## src/rtl/j11sram_if.sv

```systemverilog
// J11 bridge memory request bus: single-cycle request, single-cycle ack.
// Carries memperr only when J11SRAM_PARITY_EN is defined.
interface j11sram_if;
    logic        memreq;
    logic        memwr;
    logic [21:0] memaddr;
    logic [15:0] memwdata;
    logic        memack;
    logic [15:0] memrdata;
    logic        memovf;
`ifdef J11SRAM_PARITY_EN
    logic        memperr;

    modport master (output memreq, memwr, memaddr, memwdata,
                    input  memack, memrdata, memovf, memperr);
    modport slave  (input  memreq, memwr, memaddr, memwdata,
                    output memack, memrdata, memovf, memperr);
`else
    modport master (output memreq, memwr, memaddr, memwdata,
                    input  memack, memrdata, memovf);
    modport slave  (input  memreq, memwr, memaddr, memwdata,
                    output memack, memrdata, memovf);
`endif
endinterface

```

## src/rtl/j11sram.sv

```systemverilog
// Asynchronous SRAM responder for the J11 bridge memory bus with programmable wait states.
// Optional byte parity on the SRAM data path: define J11SRAM_PARITY_EN.
module j11sram #(
    parameter int ADDR_W  = 21,
    parameter int RD_WAIT = 2,
    parameter int WR_WAIT = 2,
    parameter int TURN    = 1,
`ifdef J11SRAM_PARITY_EN
    localparam int DQ_W   = 18
`else
    localparam int DQ_W   = 16
`endif
) (
    input  logic              clk,
    input  logic              rst,
    j11sram_if.slave          bus,
    output logic [ADDR_W-1:0] sram_addr,
    output logic [DQ_W-1:0]   sram_dq_o,
    input  logic [DQ_W-1:0]   sram_dq_i,
    output logic              sram_dq_oe,
    output logic              sram_ce_n,
    output logic              sram_oe_n,
    output logic              sram_we_n
);
    // RDONE is the read's ack cycle: strobes already released, data on memrdata.
    typedef enum logic [2:0] {IDLE, RD, RDONE, WSETUP, WPULSE, WHOLD, REC} state_t;

    state_t             state;
    logic [3:0]         cnt;
    logic               pend_vld;
    logic               pend_wr;
    logic [ADDR_W-1:0]  pend_addr;
    logic [15:0]        pend_wdata;

    logic               busy, fin, use_pend, go, go_wr;
    logic [ADDR_W-1:0]  go_addr;
    logic [15:0]        go_wdata;

    function automatic logic [DQ_W-1:0] enc(input logic [15:0] d);
`ifdef J11SRAM_PARITY_EN
        return {~^d[15:8], ~^d[7:0], d};
`else
        return d;
`endif
    endfunction

    // fin marks the cycle whose closing edge may launch the next access.
    always_comb begin
        busy     = (state != IDLE);
        fin      = (state == IDLE) || (state == REC && cnt == 4'd1) ||
                   ((state == RDONE || state == WHOLD) && TURN == 0);
        use_pend = busy && pend_vld;
        go       = fin && (use_pend || bus.memreq);
        go_wr    = use_pend ? pend_wr    : bus.memwr;
        go_addr  = use_pend ? pend_addr  : bus.memaddr[ADDR_W:1];
        go_wdata = use_pend ? pend_wdata : bus.memwdata;
    end

    always_ff @(posedge clk) begin
        if (rst) begin
            state        <= IDLE;
            cnt          <= 4'd0;
            pend_vld     <= 1'b0;
            pend_wr      <= 1'b0;
            pend_addr    <= '0;
            pend_wdata   <= '0;
            bus.memack   <= 1'b0;
            bus.memrdata <= '0;
            bus.memovf   <= 1'b0;
`ifdef J11SRAM_PARITY_EN
            bus.memperr  <= 1'b0;
`endif
            sram_addr    <= '0;
            sram_dq_o    <= '0;
            sram_dq_oe   <= 1'b0;
            sram_ce_n    <= 1'b1;
            sram_oe_n    <= 1'b1;
            sram_we_n    <= 1'b1;
        end else begin
            bus.memack <= 1'b0;
`ifdef J11SRAM_PARITY_EN
            bus.memperr <= 1'b0;
`endif
            // A slot being drained this cycle may be refilled in the same edge.
            if (bus.memreq && busy) begin
                if (pend_vld && !fin) begin
                    bus.memovf <= 1'b1;
                end else if (pend_vld || !fin) begin
                    pend_vld   <= 1'b1;
                    pend_wr    <= bus.memwr;
                    pend_addr  <= bus.memaddr[ADDR_W:1];
                    pend_wdata <= bus.memwdata;
                end
            end else if (pend_vld && fin) begin
                pend_vld <= 1'b0;
            end

            if (go) begin
                state      <= go_wr ? WSETUP : RD;
                cnt        <= 4'(RD_WAIT);
                sram_addr  <= go_addr;
                sram_ce_n  <= 1'b0;
                sram_oe_n  <= go_wr;
                sram_we_n  <= 1'b1;
                sram_dq_oe <= go_wr;
                if (go_wr)
                    sram_dq_o <= enc(go_wdata);
            end else if (fin) begin
                state      <= IDLE;
                sram_ce_n  <= 1'b1;
                sram_oe_n  <= 1'b1;
                sram_we_n  <= 1'b1;
                sram_dq_oe <= 1'b0;
            end else begin
                case (state)
                    RD: begin
                        if (cnt == 4'd1) begin
                            bus.memrdata <= sram_dq_i[15:0];
                            bus.memack   <= 1'b1;
`ifdef J11SRAM_PARITY_EN
                            bus.memperr  <= (sram_dq_i[16] == ^sram_dq_i[7:0]) ||
                                            (sram_dq_i[17] == ^sram_dq_i[15:8]);
`endif
                            sram_ce_n    <= 1'b1;
                            sram_oe_n    <= 1'b1;
                            state        <= RDONE;
                        end else begin
                            cnt <= cnt - 4'd1;
                        end
                    end
                    RDONE: begin
                        state <= REC;
                        cnt   <= 4'(TURN);
                    end
                    WSETUP: begin
                        state     <= WPULSE;
                        sram_we_n <= 1'b0;
                        cnt       <= 4'(WR_WAIT);
                    end
                    WPULSE: begin
                        if (cnt == 4'd1) begin
                            sram_we_n  <= 1'b1;
                            bus.memack <= 1'b1;
                            state      <= WHOLD;
                        end else begin
                            cnt <= cnt - 4'd1;
                        end
                    end
                    WHOLD: begin
                        sram_ce_n  <= 1'b1;
                        sram_dq_oe <= 1'b0;
                        state      <= REC;
                        cnt        <= 4'(TURN);
                    end
                    REC:     cnt   <= cnt - 4'd1;
                    default: state <= IDLE;
                endcase
            end
        end
    end
endmodule

```

## src/flat_wrapper.sv

```systemverilog
// flat-port wrapper written by rule: the top's interface ports become plain ports
module j11sram_flat 
#(
    parameter int ADDR_W  = 21,
    parameter int RD_WAIT = 2,
    parameter int WR_WAIT = 2,
    parameter int TURN    = 1,

    localparam int DQ_W   = 16

)
  (clk, rst, sram_addr, sram_dq_o, sram_dq_i, sram_dq_oe, sram_ce_n, sram_oe_n, sram_we_n, bus_memreq, bus_memwr, bus_memaddr, bus_memwdata, bus_memack, bus_memrdata, bus_memovf);
  j11sram_if bus_i ();
  input  logic clk;
  input  logic rst;
  output logic [ADDR_W-1:0] sram_addr;
  output logic [DQ_W-1:0] sram_dq_o;
  input  logic [DQ_W-1:0] sram_dq_i;
  output logic sram_dq_oe;
  output logic sram_ce_n;
  output logic sram_oe_n;
  output logic sram_we_n;
  input wire logic [$bits(bus_i.memreq)-1:0] bus_memreq;
  input wire logic [$bits(bus_i.memwr)-1:0] bus_memwr;
  input wire logic [$bits(bus_i.memaddr)-1:0] bus_memaddr;
  input wire logic [$bits(bus_i.memwdata)-1:0] bus_memwdata;
  output wire logic [$bits(bus_i.memack)-1:0] bus_memack;
  output wire logic [$bits(bus_i.memrdata)-1:0] bus_memrdata;
  output wire logic [$bits(bus_i.memovf)-1:0] bus_memovf;
  assign bus_i.memreq = bus_memreq;
  assign bus_i.memwr = bus_memwr;
  assign bus_i.memaddr = bus_memaddr;
  assign bus_i.memwdata = bus_memwdata;
  assign bus_memack = bus_i.memack;
  assign bus_memrdata = bus_i.memrdata;
  assign bus_memovf = bus_i.memovf;
  j11sram #(.ADDR_W(ADDR_W), .RD_WAIT(RD_WAIT), .WR_WAIT(WR_WAIT), .TURN(TURN)) u_core (.clk(clk), .rst(rst), .bus(bus_i), .sram_addr(sram_addr), .sram_dq_o(sram_dq_o), .sram_dq_i(sram_dq_i), .sram_dq_oe(sram_dq_oe), .sram_ce_n(sram_ce_n), .sram_oe_n(sram_oe_n), .sram_we_n(sram_we_n));
endmodule
```

## config.mk

```make
export PLATFORM = sky130hd
export DESIGN_NAME = j11sram_flat
export DESIGN_NICKNAME = d
export VERILOG_FILES = /design/src/rtl/j11sram_if.sv /design/src/rtl/j11sram.sv /design/src/flat_wrapper.sv
export SDC_FILE = /design/constraint.sdc
export NUM_CORES = 1
export LEC_CHECK = 0
export CORE_UTILIZATION = 37
export CTS_CLUSTER_SIZE = 10
export DETAILED_ROUTE_END_ITERATION = 6
export PLACE_DENSITY_LB_ADDON = 0.15
export SLEW_MARGIN = 40
export SYNTH_ARGS = -nofsm -noshare
export SYNTH_HDL_FRONTEND = slang
export SYNTH_SLANG_ARGS = --single-unit
```

## constraint.sdc

```tcl
create_clock -name clk -period 2.1 [get_ports clk]
set_clock_uncertainty 0.05 [all_clocks]
set_input_delay 0.42 -clock clk [delete_from_list [all_inputs] [get_ports clk]]
set_output_delay 0.42 -clock clk [all_outputs]
set_load 0.05 [all_outputs]
```

==> out/metrics.yaml, run 1 <==
timing:
  hold_viol_final: 0
  final-max-slew-violation-count: 0
  post-route-period-util_pct: 99.5
  holdWs_ps: 402
  worst_pin_slew_ps: 571
  setup_violations: 0
  rsz0062_at_grt: "true"
  worst_slack_ps: 9.79
  slew_headroom_pct: 61.8
  period_minus_slack_ps: 2090
  fmax_mhz: 478
synth:
  synth_xor_area_share_pct: 0.364
  async_flop_share_pct: 0
  ys_types: 49
  synth_area_per_cell_um2: 8.77
  synth_area_um2: 4820
  synth.top_cells.by_area: "dfxtp_1, nand2_1, a311oi_2, a21oi_1, mux2i_1"
  synth_area_leader_cell: "dfxtp_1"
  yosysSeqAreaShare_pct: 43.6
  post-synth-top-count-cell: "nand2_1"
  synth_nets: 612
  synth_compound_area_share_pct: 26.1
  synth_top_family_by_area: "compound AO/OA/AOI/OAI gates"
  synthTopCellsByCount: "nand2_1, dfxtp_1, a21oi_1, a311oi_2, nand3_1"
  synthMuxAreaShare_pct: 3.77
  synthCells: 549
  yosysTopAreaCellShare_pct: 43.6
  synth-main-ff-cell: "dfxtp_1"
  ys_ff_latch: 105
  synth_edf_count: 0
  yosys.area_share.simple_pct: 17.1
  synth_fa_ha_area_share_pct: 1.30
  yosysWarnings: 0
worst_setup_path:
  cp.arrival_ps: 2310
  r2r_setup_slack_ps: 10
  rr_startpoint: "u_core.cnt[1]$_SDFFE_PP0P_"
  path_class: "reg -> reg"
  worstPathRequired_ps: 2320
  end_kind: "register"
  start_kind: "register"
  r2r_end: "u_core.pend_addr[14]$_SDFFE_PP0P_"
  r2r_cells: 9
  critPathMaxFanout: 16
cts:
  insertion_delay_ps: 350
  clk_pin_slew_ps: 70
  htree_levels: 3
  cts_tree: "built"
  hold_buffers: 0
  clockBufferDepth: 2
  cts_made_buffers: 9
  cts_root_buf: "clkbuf_16"
  clock-sinks: 105
die:
  fp.coreArea_um2: 12700
  die_y_um: 116
  die_area_um2: 13500
  ioPinCount: 117
  chipWidth_um: 116
  rows: 41
  start_util_pct: 38.0
placement:
  port_buffers: 115
  dp_hpwl_mm: 8.56
  place_ws_ps: -18.6
  gp_congestion: 0.791
  place_inst: 816
route:
  viasPerCell: 5.26
  ant_nets: 0
  wl_per_cell_um: 15.8
  drt_iter0_drc: 211
  drc: 0
  routed_wl_mm: 13.2
  vias: 4390
  first_pass_iters: 4
grt:
  grt_first_pass_wirelength_mm: 21.1
  grt_usage_pct: 20.3
  grt_overflow: 0
  antenna_found_initial: 0
  grt_max_degree: 61
  grt_pass1_vias: 4223
status:
  status: "finished clean"
power:
  p_leak_nw: 2.35
  p_per_area_nw_per_um2: 1440
  ir_worst_vdd_mv: 0.475
min_path:
  min_delay_path_depth: 2
  min_to: "u_core.bus.memrdata[13]$_SDFFE_PP0P_"
  hold_start: "u_core.bus.memrdata[13]$_SDFFE_PP0P_"
  hold_path.class: "reg -> reg"
finish:
  seq_area_um2: 2100
  drive_above_1_share_pct: 17.0
  fillers: 1211
  area_growth_pct: 38.1
  fin_nets: 721
  multi_input_area_um2: 2430
  final_cells: 835
  antenna_cells: 0
flow_run:
  drv_cap: 0
## worst max path at each step
stage / depth (start not counted) / startpoint / endpoint / slack, ps
floorplan: 10 / u_core.cnt[1]$_SDFFE_PP0P_ / u_core.pend_addr[0]$_SDFFE_PP0P_ / 30
global placement: 9 / u_core.cnt[1]$_SDFFE_PP0P_ / u_core.pend_addr[9]$_SDFFE_PP0P_ / 20
detailed placement: 9 / u_core.cnt[1]$_SDFFE_PP0P_ / u_core.pend_wdata[8]$_SDFFE_PP0P_ / -20
CTS: 9 / u_core.cnt[1]$_SDFFE_PP0P_ / u_core.pend_addr[10]$_SDFFE_PP0P_ / -10
global route: 9 / u_core.cnt[1]$_SDFFE_PP0P_ / u_core.pend_wdata[1]$_SDFFE_PP0P_ / -80
finish: 9 / u_core.cnt[1]$_SDFFE_PP0P_ / u_core.pend_addr[14]$_SDFFE_PP0P_ / 10
## area by class of cell
type	instances	area share, %
flip-flops and latches	105	31.6
repair inverters	1	0.132
multi-input cells	381	36.5
inverters	9	0.696
clock inverters	2	0.188
repair buffers	151	23.6
clock buffers	14	3.97
well taps	172	3.23
## logic make-up after synthesis
kind of cell | Yosys count
simple gates | 192
compound gates | 164
flops | 105
buf+inv | 63
mux | 18
fa+ha+maj | 5
xor+xnor | 2
## registers in the layout, indices dropped and copies added (netlist names)
signal	flops
u_core.sram_addr	21
u_core.sram_ce_n	1
u_core.state	3
u_core.pend_wdata	16
u_core.bus.memrdata	16
u_core.sram_dq_o	16
u_core.sram_we_n	1
u_core.sram_dq_oe	1
u_core.cnt	4
u_core.pend_vld	1
u_core.pend_wr	1
u_core.bus.memack	1
u_core.sram_oe_n	1
u_core.bus.memovf	1
u_core.pend_addr	21
## cell usage in the layout, fill, tap and decap left out, drive strengths merged, types with 2 or more instances in the layout
cell type	instances
a211oi	5
a21oi	84
a311oi	37
a31oi	19
buf	37
clkbuf	14
clkdlybuf4s50	114
clkinv	2
dfxtp	105
ha	5
inv	9
mux2i	17
nand2	138
nand3	25
nor2	9
nor2b	3
nor3	9
nor3b	2
o2111ai	3
o211ai	3
o21ai	3
o31ai	3
## stage by stage
step	power, mW	setup TNS, ps	area [um2]	util, %
detailed placement	7.77	-39.8	6250	49.4
floorplan	6.29	0	4850	-
CTS	9.40	-34.5	6540	51.6
finish	9.55	0	6650	52.5
global route	10.1	-1590	6650	52.5
global placement	7.70	0	6250	49.4
## critical path, cell delays in order, from the launching register on
cell     delay, ps
dfxtp_2        330
inv_2           70
ha_4           130
or3b_4         390
o21a_4         220
ha_4           270
and3_4         230
buf_12         160
nand2_1         60
a21oi_1        120
## power by group
part / switching (mW) / internal (mW)
clock network: 0.726 / 0.870
registers: 0.329 / 2.50
logic: 3.12 / 2.00
total: 4.18 / 5.37
## routing by layer
metal | track usage (%) | vias up | routed length, um | share of wire [%]
met5 | 0 | - | 0 | 0
met1 | 24.9 | 2081 | 5510 | 42
met2 | 34.4 | 119 | 6700 | 51
li1 | - | 2177 | - | -
met3 | 4.86 | 13 | 831 | 6.3
met4 | 7.35 | 0 | 199 | 1.5
## what timing repair did
item                       in CTS  in global routing
gates cloned                    0                  1
pin swaps                       0                  2
setup endpoints to repair      39                 53
setup buffers                   0                  2
resized for setup               3                 17
Power figures use the tool's default switching activity.
==> run 2: changes to the inputs <==
--- a/config.mk
+++ b/config.mk
@@ -5,6 +5,7 @@
 export SDC_FILE = /design/constraint.sdc
 export NUM_CORES = 1
 export LEC_CHECK = 0
+export CORE_ASPECT_RATIO = 1.75
 export CORE_UTILIZATION = 37
 export CTS_CLUSTER_SIZE = 10
 export DETAILED_ROUTE_END_ITERATION = 6
==> run 2 against run 1 <==
Effect of this change: critical path depth is the same; critical path type unchanged; cell area grew 1.5%; utilization grew 1.2 points; critical endpoint is now u_core.pend_addr[1]$_SDFFE_PP0P_; cell count shrank 0.72%; the run now ends with negative setup slack left; largest cell class unchanged; global-route usage grew 0.24 points; highest routed layer unchanged; worst setup slack lost 27 ps; combinational power is essentially flat.
==> out/metrics.yaml, run 2 (synthesis results as in run 1) <==
status:
  status: "complete, but fails checks"  # was finished clean
  violations: "negative setup slack"
route:
  vias: 4467  # was 4390
  drc: 0  # unchanged
  drt_iter0_drc: 200  # was 211
  routed_wl_mm: 13.9  # was 13.2 mm
  viasPerCell: 5.39  # was 5.26
  ant_nets: 0  # unchanged
  wl_per_cell_um: 16.7  # was 15.8 um
  first_pass_iters: 4  # unchanged
cts:
  cts_made_buffers: 9  # unchanged
  htree_levels: 3  # unchanged
  clk_pin_slew_ps: 70  # about the same
  clockBufferDepth: 2  # unchanged
  insertion_delay_ps: 340  # was 350 ps
  cts_tree: "built"  # unchanged
  clock-sinks: 105  # unchanged
  cts_root_buf: "clkbuf_16"  # unchanged
timing:
  final.setup.tns_ps: -96.7  # was 0 ps
  hold_viol_final: 0  # unchanged
  period_minus_slack_ps: 2120  # was 2090 ps
  setup_violations: 17  # was 0
  worst_slack_ps: -17.2  # was 9.79 ps
  worst_pin_slew_ps: 557  # was 571 ps
  fmax_mhz: 472  # was 478 MHz
  rsz0062_at_grt: "true"  # unchanged
  final-max-slew-violation-count: 0  # unchanged
  slew_headroom_pct: 62.7  # was 61.8%
  post-route-period-util_pct: 101  # was 99.5%
flow_run:
  drv_cap: 0  # unchanged
die:
  ioPinCount: 117  # unchanged
  start_util_pct: 38.3  # was 38.0%
  fp.coreArea_um2: 12600  # was 12700 um2
  chipWidth_um: 88.2  # was 116 um
  rows: 54  # was 41
  die_area_um2: 13500  # about the same
  die_y_um: 153  # was 116 um
finish:
  final_cells: 829  # was 835
  multi_input_area_um2: 2500  # was 2430 um2
  reg_top3: "u_core.pend_addr (21), u_core.sram_addr (21)"  # unchanged
  area_growth_pct: 40.2  # was 38.1%
  antenna_cells: 0  # unchanged
  fin_nets: 719  # was 721
  mostFrequentLayoutCells: "nand2_1, clkdlybuf4s50_1, dfxtp_1"  # unchanged
  drive_above_1_share_pct: 19.2  # was 17.0%
  final_common_cell: "nand2_1"  # unchanged
  fillers: 1212  # was 1211
  seq_area_um2: 2100  # unchanged
placement:
  gp_congestion: 0.806  # was 0.791
  dp_hpwl_mm: 8.71  # was 8.56 mm
  place_inst: 809  # was 816
  port_buffers: 115  # unchanged
worst_setup_path:
  start_kind: "register"  # unchanged
  critPathMaxFanout: 12  # was 16
  worstPathRequired_ps: 2330  # was 2320 ps
  r2r_setup_slack_ps: -20  # was 10 ps
  end_kind: "register"  # unchanged
  cp.arrival_ps: 2350  # was 2310 ps
  path_class: "reg -> reg"  # unchanged
power:
  ir_worst_vdd_mv: 0.699  # was 0.475 mV
  p_total_mw: 9.76  # was 9.55 mW
  p_leak_nw: 2.44  # was 2.35 nW
  p_per_area_nw_per_um2: 1440  # about the same
grt:
  grt_max_degree: 47  # was 61
  grt_overflow: 0  # unchanged
  grt_first_pass_wirelength_mm: 21.6  # was 21.1 mm
  antenna_found_initial: 0  # unchanged
  grt_pass1_vias: 4341  # was 4223
  grt_usage_pct: 20.5  # was 20.3%
min_path:
  hold_path.class: "reg -> reg"  # unchanged
==> run 2: cell types whose count changed in the layout (fill, tap and decap cells not counted), sizes merged <==
cell / before / now
bufinv: 0 / 2
clkbuf: 14 / 12
clkdlybuf4s50: 114 / 113
inv: 9 / 11
clkinvlp: 1 / 0
clkinv: 2 / 3
buf: 37 / 34
==> run 2: critical path, stage by stage (launching register included) <==
cell and delay (ps):
dfxtp_2 320, inv_2 70, ha_4 120, or3b_4 380, o21a_4 210, ha_4 270, and3_4 260, clkbuf_16 190
nand2_1 60, a21oi_1 120
==> run 2: final timing paths <==
kind | from | cells after the start | to
setup / recovery | u_core.cnt[1]$_SDFFE_PP0P_ | 9 | u_core.pend_addr[1]$_SDFFE_PP0P_
hold / removal | u_core.bus.memrdata[13]$_SDFFE_PP0P_ | 2 | u_core.bus.memrdata[13]$_SDFFE_PP0P_
setup reg to reg | u_core.cnt[1]$_SDFFE_PP0P_ | 9 | u_core.pend_addr[1]$_SDFFE_PP0P_
hold reg to reg | u_core.bus.memrdata[13]$_SDFFE_PP0P_ | 2 | u_core.bus.memrdata[13]$_SDFFE_PP0P_
==> run 2: timing repair <==
action / in CTS / in global routing
gates cloned: 0 / 3
hold buffers: 0 / 0
endpoints found under the setup margin: 13 / 52
pin swaps: 0 / 16
setup buffers: 0 / 1
gates resized for setup: 1 / 44
==> run 2: layout make-up <==
cell class / instances / share of cell area, %
Clock buffer: 10 / 3.54
Clock inverter: 6 / 1.30
Inverter: 9 / 0.889
Multi-Input combinational cell: 381 / 37.1
Sequential cell: 105 / 31.2
Tap cell: 168 / 3.11
Timing Repair Buffer: 149 / 22.7
Timing Repair inverter: 1 / 0.167
==> run 2: power by group <==
group          internal, mW  switching (mW)  leakage, nW
logic                  1.88            3.22         1.42
clock network          1.08           0.748        0.163
registers              2.50           0.328        0.857
total                  5.46            4.30         2.44
==> run 2: per-layer routing <==
metal  vias up  routed length, um  part of all wire (%)  GRT usage, %
li1       2171                  -                     -             -
met1      2196               5490                    40          23.6
met2        89               7650                    55          37.0
met3        11                524                   3.8          3.94
met4         0                201                   1.4          6.53
met5         -                  0                     0             0
==> run 2: per-stage QoR <==
| stage | setup slack, ps | util, % | cell area [um2] | hold WS (ps) |
|---|---|---|---|---|
| after CTS | 0.909 | 51.9 | 6520 | 406 |
| final | -17.2 | 53.7 | 6750 | 403 |
| after global routing | -104 | 53.7 | 6750 | 421 |
| after global placement | 20.4 | 49.2 | 6190 | 391 |
| after detailed placement | -6.90 | 49.2 | 6190 | 396 |
| after floorplan | 28.0 | - | 4850 | 384 |
==> run 3: changes to the inputs <==
--- a/config.mk
+++ b/config.mk
@@ -5,11 +5,13 @@
 export SDC_FILE = /design/constraint.sdc
 export NUM_CORES = 1
 export LEC_CHECK = 0
+export ABC_CLOCK_PERIOD_IN_PS = 2100
 export CORE_ASPECT_RATIO = 1.75
 export CORE_UTILIZATION = 37
 export CTS_CLUSTER_SIZE = 10
 export DETAILED_ROUTE_END_ITERATION = 6
-export PLACE_DENSITY_LB_ADDON = 0.15
+export PLACE_DENSITY = 0.67
+export SKIP_CTS_REPAIR_TIMING = 1
 export SLEW_MARGIN = 40
 export SYNTH_ARGS = -nofsm -noshare
 export SYNTH_HDL_FRONTEND = slang
==> run 3 against run 2 <==
Effect of this change: the flow still finishes with violations (negative setup slack); sequential share of layout area rose by 0.83 points; worst hold slack barely moved; power fell by 2.4%; sequential power barely moved; clock-buffer cell count rose by 1; critical path type unchanged; critical endpoint is now u_core.pend_addr[10]$_SDFFE_PP0P_; largest power group unchanged; highest routed layer unchanged.
==> out/metrics.yaml, run 3 (synthesis results as in run 1) <==
timing:
  slew_headroom_pct: 61.7  # was 62.7%
  post-route-period-util_pct: 104  # was 101%
  rsz0062_at_grt: "true"  # unchanged
  fmax_mhz: 457  # was 472 MHz
  final-max-slew-violation-count: 0  # unchanged
  period_minus_slack_ps: 2190  # was 2120 ps
  hold_viol_final: 0  # unchanged
  holdWs_ps: 404  # was 403 ps
  worst_pin_slew_ps: 571  # was 557 ps
  worst_slack_ps: -89.4  # was -17.2 ps
  setup_violations: 32  # was 17
route:
  drc: 0  # unchanged
  wl_per_cell_um: 16.4  # was 16.7 um
  routed_wl_mm: 13.5  # was 13.9 mm
  first_pass_iters: 4  # unchanged
  viasPerCell: 5.39  # about the same
  ant_nets: 0  # unchanged
  vias: 4455  # was 4467
  drt_iter0_drc: 179  # was 200
finish:
  final_util_pct: 52.3  # was 53.7%
  reg_top3: "u_core.pend_addr (21), u_core.sram_addr (21)"  # unchanged
  seq_area_um2: 2100  # unchanged
  final_common_cell: "nand2_1"  # unchanged
  antenna_cells: 0  # unchanged
  layout.cell_area.non_filler_um2: 6580  # was 6750 um2
  final_cells: 827  # was 829
  drive_above_1_share_pct: 15.6  # was 19.2%
  area_growth_pct: 36.6  # was 40.2%
  fillers: 1205  # was 1212
  fin_nets: 717  # was 719
  multi_input_area_um2: 2390  # was 2500 um2
  mostFrequentLayoutCells: "nand2_1, clkdlybuf4s50_1, dfxtp_1"  # unchanged
die:
  start_util_pct: 38.3  # unchanged
  ioPinCount: 117  # unchanged
  die_area_um2: 13500  # unchanged
  chipWidth_um: 88.2  # unchanged
  rows: 54  # unchanged
  fp.coreArea_um2: 12600  # unchanged
  die_y_um: 153  # unchanged
worst_setup_path:
  critPathLaunch: "u_core.cnt[1]$_SDFFE_PP0P_"  # unchanged
  path_cells: "inv_2 > ha_4 > or3b_4 > o21a_4 > ha_4 > and3_4 > clkbuf_16 > nand2_1 > a21oi_1"  # unchanged
  cp.arrival_ps: 2410  # was 2350 ps
  critPathMaxFanout: 7  # was 12
  start_kind: "register"  # unchanged
  end_kind: "register"  # unchanged
  cp_num_buf_inv: 2  # unchanged
  worstPathRequired_ps: 2320  # was 2330 ps
  critPathTopFamily: "simple AND/OR/NAND/NOR gates"  # unchanged
  rr_startpoint: "u_core.cnt[1]$_SDFFE_PP0P_"  # unchanged
  path_class: "reg -> reg"  # unchanged
  cp_slowest_cell: "or3b_4"  # unchanged
  crit_path_frequent_cell: "ha_4"  # unchanged
  slowest_delay_ps: 400  # was 380 ps
cts:
  cts_root_buf: "clkbuf_16"  # unchanged
  cts_tree: "built"  # unchanged
  clockBufferDepth: 2  # unchanged
  insertion_delay_ps: 350  # was 340 ps
  cts_made_buffers: 9  # unchanged
  clk_pin_slew_ps: 70  # about the same
  htree_levels: 3  # unchanged
  clock-sinks: 105  # unchanged
placement:
  port_buffers: 115  # unchanged
  place_inst: 809  # unchanged
  postPlaceCellArea_um2: 6210  # was 6190 um2
  dp_hpwl_mm: 8.95  # was 8.71 mm
  gp_congestion: 0.882  # was 0.806
grt:
  grt_usage_pct: 20.7  # was 20.5%
  busiest_layer: "met2"  # unchanged
  met1_usage_pct: 23.7  # was 23.6%
  grt_first_pass_wirelength_mm: 21.5  # was 21.6 mm
  grt_overflow: 0  # unchanged
  grt_pass1_vias: 4279  # was 4341
  grt_use_met3_pct: 3.89  # was 3.94%
  grt_max_degree: 59  # was 47
  met2_usage_pct: 35.8  # was 37.0%
  antenna_found_initial: 0  # unchanged
power:
  ir_worst_vdd_mv: 0.664  # was 0.699 mV
  p_total_mw: 9.52  # was 9.76 mW
  p_per_area_nw_per_um2: 1450  # was 1440 nW/um2
  p_leak_nw: 2.35  # was 2.44 nW
status:
  violations: "negative setup slack"  # unchanged
  status: "complete, but fails checks"  # unchanged
flow_run:
  drv_cap: 0  # unchanged
min_path:
  hold_start: "u_core.bus.memrdata[12]$_SDFFE_PP0P_"  # was u_core.bus.memrdata[13]$_SDFFE_PP0P_
  hold_path.class: "reg -> reg"  # unchanged
run 3: cell types whose count changed in the layout (fill, tap and decap cells not counted), moves of 2 or more:
cell / change
a21oi_2: -12
a21oi_1: +12
nand2_4: -8
nand2_2: -3
buf_12: +2
nand2_1: +11
clkdlybuf4s50_1: -3
run 3: power breakdown:
part	switching [mW]	internal, mW
clock network	0.745	0.956
registers	0.320	2.50
logic	3.12	1.88
run 3: stage by stage:
stage / setup slack (ps) / setup TNS, ps
2_1_floorplan: 28.0 / 0
3_3_place_gp: 56.5 / 0
3_5_place_dp: 12.9 / 0
6_report: -89.4 / -539
4_1_cts: -14.1 / -136
5_1_grt: -107 / -2660
run 3: worst paths after layout:
kind                                           to  slack (ps)  depth (start not counted)
max             u_core.pend_addr[10]$_SDFFE_PP0P_         -90                          9
min          u_core.bus.memrdata[12]$_SDFFE_PP0P_         400                          2
max reg2reg     u_core.pend_addr[10]$_SDFFE_PP0P_         -90                          9
min reg2reg  u_core.bus.memrdata[12]$_SDFFE_PP0P_         400                          2
run 3: layer usage:
metal	wire length, um	up-vias
li1	-	2158
met1	5200	2132
met2	7340	126
met3	496	39
met4	518	0
met5	0	-
run 3: worst min-delay path, delay by kind of cell, from the launching register on:
kind,cells,cell delay (ps)
AO/OA/AOI/OAI,1,50
flip-flops,1,310
AND/OR/NAND/NOR,1,50
run 3: layout make-up:
type                            instances  share of cell area (%)
Inverter                                9                   0.704
Clock buffer                           11                    3.69
Multi-Input combinational cell        381                    36.3
Timing Repair Buffer                  147                    23.2
Sequential cell                       105                    32.0
Clock inverter                          5                   0.818
Timing Repair inverter                  1                   0.133
Tap cell                              168                    3.20
==> variant 1: new RTL, flow settings as in run 1 <==
`ADDR_W` is set to 21 in 2 places; all go to 19.
--- a/src/rtl/j11sram.sv
+++ b/src/rtl/j11sram.sv
@@ -1,7 +1,7 @@
 // Asynchronous SRAM responder for the J11 bridge memory bus with programmable wait states.
 // Optional byte parity on the SRAM data path: define J11SRAM_PARITY_EN.
 module j11sram #(
-    parameter int ADDR_W  = 21,
+    parameter int ADDR_W  = 19,
     parameter int RD_WAIT = 2,
     parameter int WR_WAIT = 2,
     parameter int TURN    = 1,
--- a/src/flat_wrapper.sv
+++ b/src/flat_wrapper.sv
@@ -1,7 +1,7 @@
 // flat-port wrapper written by rule: the top's interface ports become plain ports
 module j11sram_flat 
 #(
-    parameter int ADDR_W  = 21,
+    parameter int ADDR_W  = 19,
     parameter int RD_WAIT = 2,
     parameter int WR_WAIT = 2,
     parameter int TURN    = 1,
Interface: changed (resized sram_addr); port bits go from 117 to 115. The function was not compared with the original's and may differ.
==> variant 1 against run 1 <==
The flow now finishes with violations (DRC, setup timing); area after synthesis fell by 7.3%; largest power group unchanged; synthesized cell count fell by 3.6%; cell area shrank 4.4%; total power decreased by 2.3%; sequential cell count is 4 lower; via count shrank 2.0%; sequential share of layout area up 0.19 points; worst setup slack worse by 11 ps; combinational power decreased by 6.1%; wire length decreased by 2.2%.
==> variant 1: results (changes against run 1) <==
setup_ws_ps: -0.7729  # -10.57 ps
route.detailed.drc: 8  # +8
status: "finished with violations"
synth_cell_types: 47  # -4.1%
grt_use_met1: 0.2604  # +0.01101
syn_nets: 592  # -3.3%
finalNetCount: 699  # -3.1%
place_area_sq_mm: 0.005821  # -6.9%
track_usage: 0.2053  # +0.002491
layout-drive-gt1-share: 0.1594  # -0.01106
clk_share: 0.05094  # +0.009379
vias: 4303  # -2.0%
route.layer.met1.wl_mm: 5.829  # +5.8%
seq_area_frac: 0.3183  # +0.001909
synth.area.top_cells: "dfxtp_1, nand2_1, a21oi_1"
violations: "DRC, setup timing"
n_all_buffers: 148  # -2.0%
worstPathArrival_ps: 2330  # +20 ps
multi_input_area_share: 0.3552  # -0.009823
avgSynthCellArea_sq_um: 8.437  # -3.8%
nClkBuffers: 10  # -4
n_all_inverters: 9  # -1
crit_fanout: 7  # -9
setup_violations: 1  # +1
route.met3.wl_um: 757  # -8.9%
## variant 1: changes by cell type after synthesis, sizes merged, moves of 2 or more
cell / change
nand2: -6
a21oi: -4
dfxtp: -4
buf: -3
a311oi: -2
nand3: -2
## variant 1: worst max-delay path: cells and delay by family, from the launching register on
kind            cells  cell delay [ps]
simple gates        3              710
fa+ha+maj           2              390
compound gates      2              340
flops               1              320
buf+inv             2              220
## variant 1: kinds of logic (layout without fill, tap and decap cells)
kind of cell / count (synthesis) / after routing / synth area share
adders and majority gates: 5 / 5 / 0.01402
xor gates and xnor gates: 2 / 2 / 0.003926
muxes: 18 / 18 / 0.04149
buffers and inverters: 61 / 172 / 0.07009
AOI/OAI and AO/OA: 158 / 158 / 0.2405
DFF: 101 / 101 / 0.4530
and+or+nand+nor: 184 / 184 / 0.1769
==> variant 2: new RTL, settings of run 1 <==
Without the edit above. Re-encode `state_t` (7 states) as one-hot, 7 bits wide.
--- a/src/rtl/j11sram.sv
+++ b/src/rtl/j11sram.sv
@@ -23,7 +23,7 @@
     output logic              sram_we_n
 );
     // RDONE is the read's ack cycle: strobes already released, data on memrdata.
-    typedef enum logic [2:0] {IDLE, RD, RDONE, WSETUP, WPULSE, WHOLD, REC} state_t;
+    typedef enum logic [6:0] {IDLE = 7'b0000001, RD = 7'b0000010, RDONE = 7'b0000100, WSETUP = 7'b0001000, WPULSE = 7'b0010000, WHOLD = 7'b0100000, REC = 7'b1000000} state_t;
 
     state_t             state;
     logic [3:0]         cnt;
Function: same outputs for any inputs over 4 cycles, from zero or initial values and one cycle with rst high; so few cycles prove little.
==> variant 2 against run 1 <==
The flow now finishes with violations (setup timing); largest cell class unchanged; wire length up 3.5%; critical path type unchanged; sequential cell count grew 4; cell area grew 13%; worst setup slack got worse by 230 ps; non-clock buffer count grew 39; area after synthesis fell by 3.6%.
Power is not compared: it rests on default switching activity, and its combinational part moved more than twofold at a synthesized area within 25%.
==> variant 2: results (changes against run 1) <==
status: "finished with violations"
violations: "setup timing"
drtIter0Drc: 170  # -19%
grt_pass1_vias: 4261  # +0.90%
post-cts-setup-buffers: 12  # +12
hpwl_mm: 8.103  # -5.3%
grt_use_met1: 0.2430  # -0.006396
place_ws_ps: -339.4  # -320.8 ps
hold_slack_ps: 408.9  # +6.820 ps
layout-drive-gt1-share: 0.3145  # +0.1441
min-delay-start: "u_core.pend_wdata[9]"
crit_fanout: 10  # -6
grt_pass1_wl_mm: 20.85  # -1.0%
synthXorXnorAreaFrac: 0.005662  # +0.002025
synth.area.top_cells: "dfxtp_1, mux2i_1, nand2_1"
routed_wl_mm: 13.70  # +3.5%
setup_ws_ps: -223.7  # -233.5 ps
min_to: "u_core.pend_wdata[9]"
synth_commonest_cells: "dfxtp_1, nand2_1, a21oi_1"
fin_tns_setup_ps: -10910  # -10910 ps
grt_max_degree: 53  # -13%
synth_cell_types: 48  # -2.0%
dp_cells: 798  # -2.2%
route.layer.met1.wl_mm: 5.889  # +6.9%
worstPathArrival_ps: 2560  # +250 ps
routed_via_density: 5.122  # -2.6%
layout_commonest_cell: "clkdlybuf4s50_1"
synth_compound_area_frac: 0.1771  # -0.08371
final.fill_count: 1047  # -14%
avgSynthCellArea_sq_um: 9.153  # +4.3%
met3_usage: 0.04995  # +0.001307
ys_seq_area_frac: 0.4702  # +0.03373
r2r_cells: 10  # +1
setup_violations: 82  # +82
dr_wl_met2_mm: 6.941  # +3.7%
cts_resized: 68  # +65
finalNetCount: 732  # +1.5%
met2_usage: 0.3519  # +0.007475
clkLatencyLatePin_ps: 350  # about the same
synthAdderAreaFrac: 0.01348  # +0.0004903
route.met3.wl_um: 662  # -20%
place_congestion: 0.7754  # -1.9%
instances_no_fill: 842  # +0.84%
track_usage: 0.2049  # +0.002128
r2r-end: "u_core.pend_wdata[3]"
-- variant 2: changes by cell type after synthesis, moves of 4 or more --
| cell | before | now |
|---|---|---|
| nand3_1 | 25 | 1 |
| a211oi_1 | 5 | 30 |
| a311oi_1 | 9 | 2 |
| a311oi_2 | 28 | 0 |
| mux2i_1 | 17 | 53 |
| a211oi_2 | 0 | 11 |
| a21oi_1 | 80 | 60 |
| nor4_1 | 0 | 6 |
| dfxtp_1 | 105 | 109 |
| nand2_1 | 138 | 81 |
| nor2_1 | 8 | 48 |
| a21oi_2 | 4 | 0 |
| a31oi_1 | 19 | 0 |
| buf_4 | 9 | 3 |
-- variant 2: worst max-delay path by stage --
stage                        startpoint                    end  slack [ps]
after floorplan           u_core.cnt[1]    u_core.pend_addr[0]        -380
after global placement    u_core.cnt[1]    u_core.pend_addr[6]        -280
after detailed placement  u_core.cnt[1]   u_core.pend_wdata[2]        -340
after CTS                 u_core.cnt[1]  u_core.pend_wdata[11]        -210
after global routing      u_core.cnt[1]    u_core.pend_addr[4]        -340
final                     u_core.cnt[1]   u_core.pend_wdata[3]        -220
-- variant 2: layout make-up --
class	instances	share of cell area
Clock inverter	4	0.002985
Timing Repair Buffer	190	0.2839
Sequential cell	109	0.2897
Inverter	7	0.004477
Clock buffer	12	0.03399
Tap cell	168	0.02786
Multi-Input combinational cell	352	0.3572
-- variant 2: worst max-delay path, delay by kind of cell, from the launching register on --
family	cells	cell delay (ps)
and+or+nand+nor	4	960
AOI/OAI and AO/OA	2	240
adders and majority gates	2	430
buffers and inverters	2	270
DFF	1	320
-- variant 2: power breakdown --
| group | switching, mW | internal [mW] |
|---|---|---|
| Combinational | 0.899 | 0.764 |
| Sequential | 0.0934 | 2.20 |
| Clock | 0.759 | 0.864 |
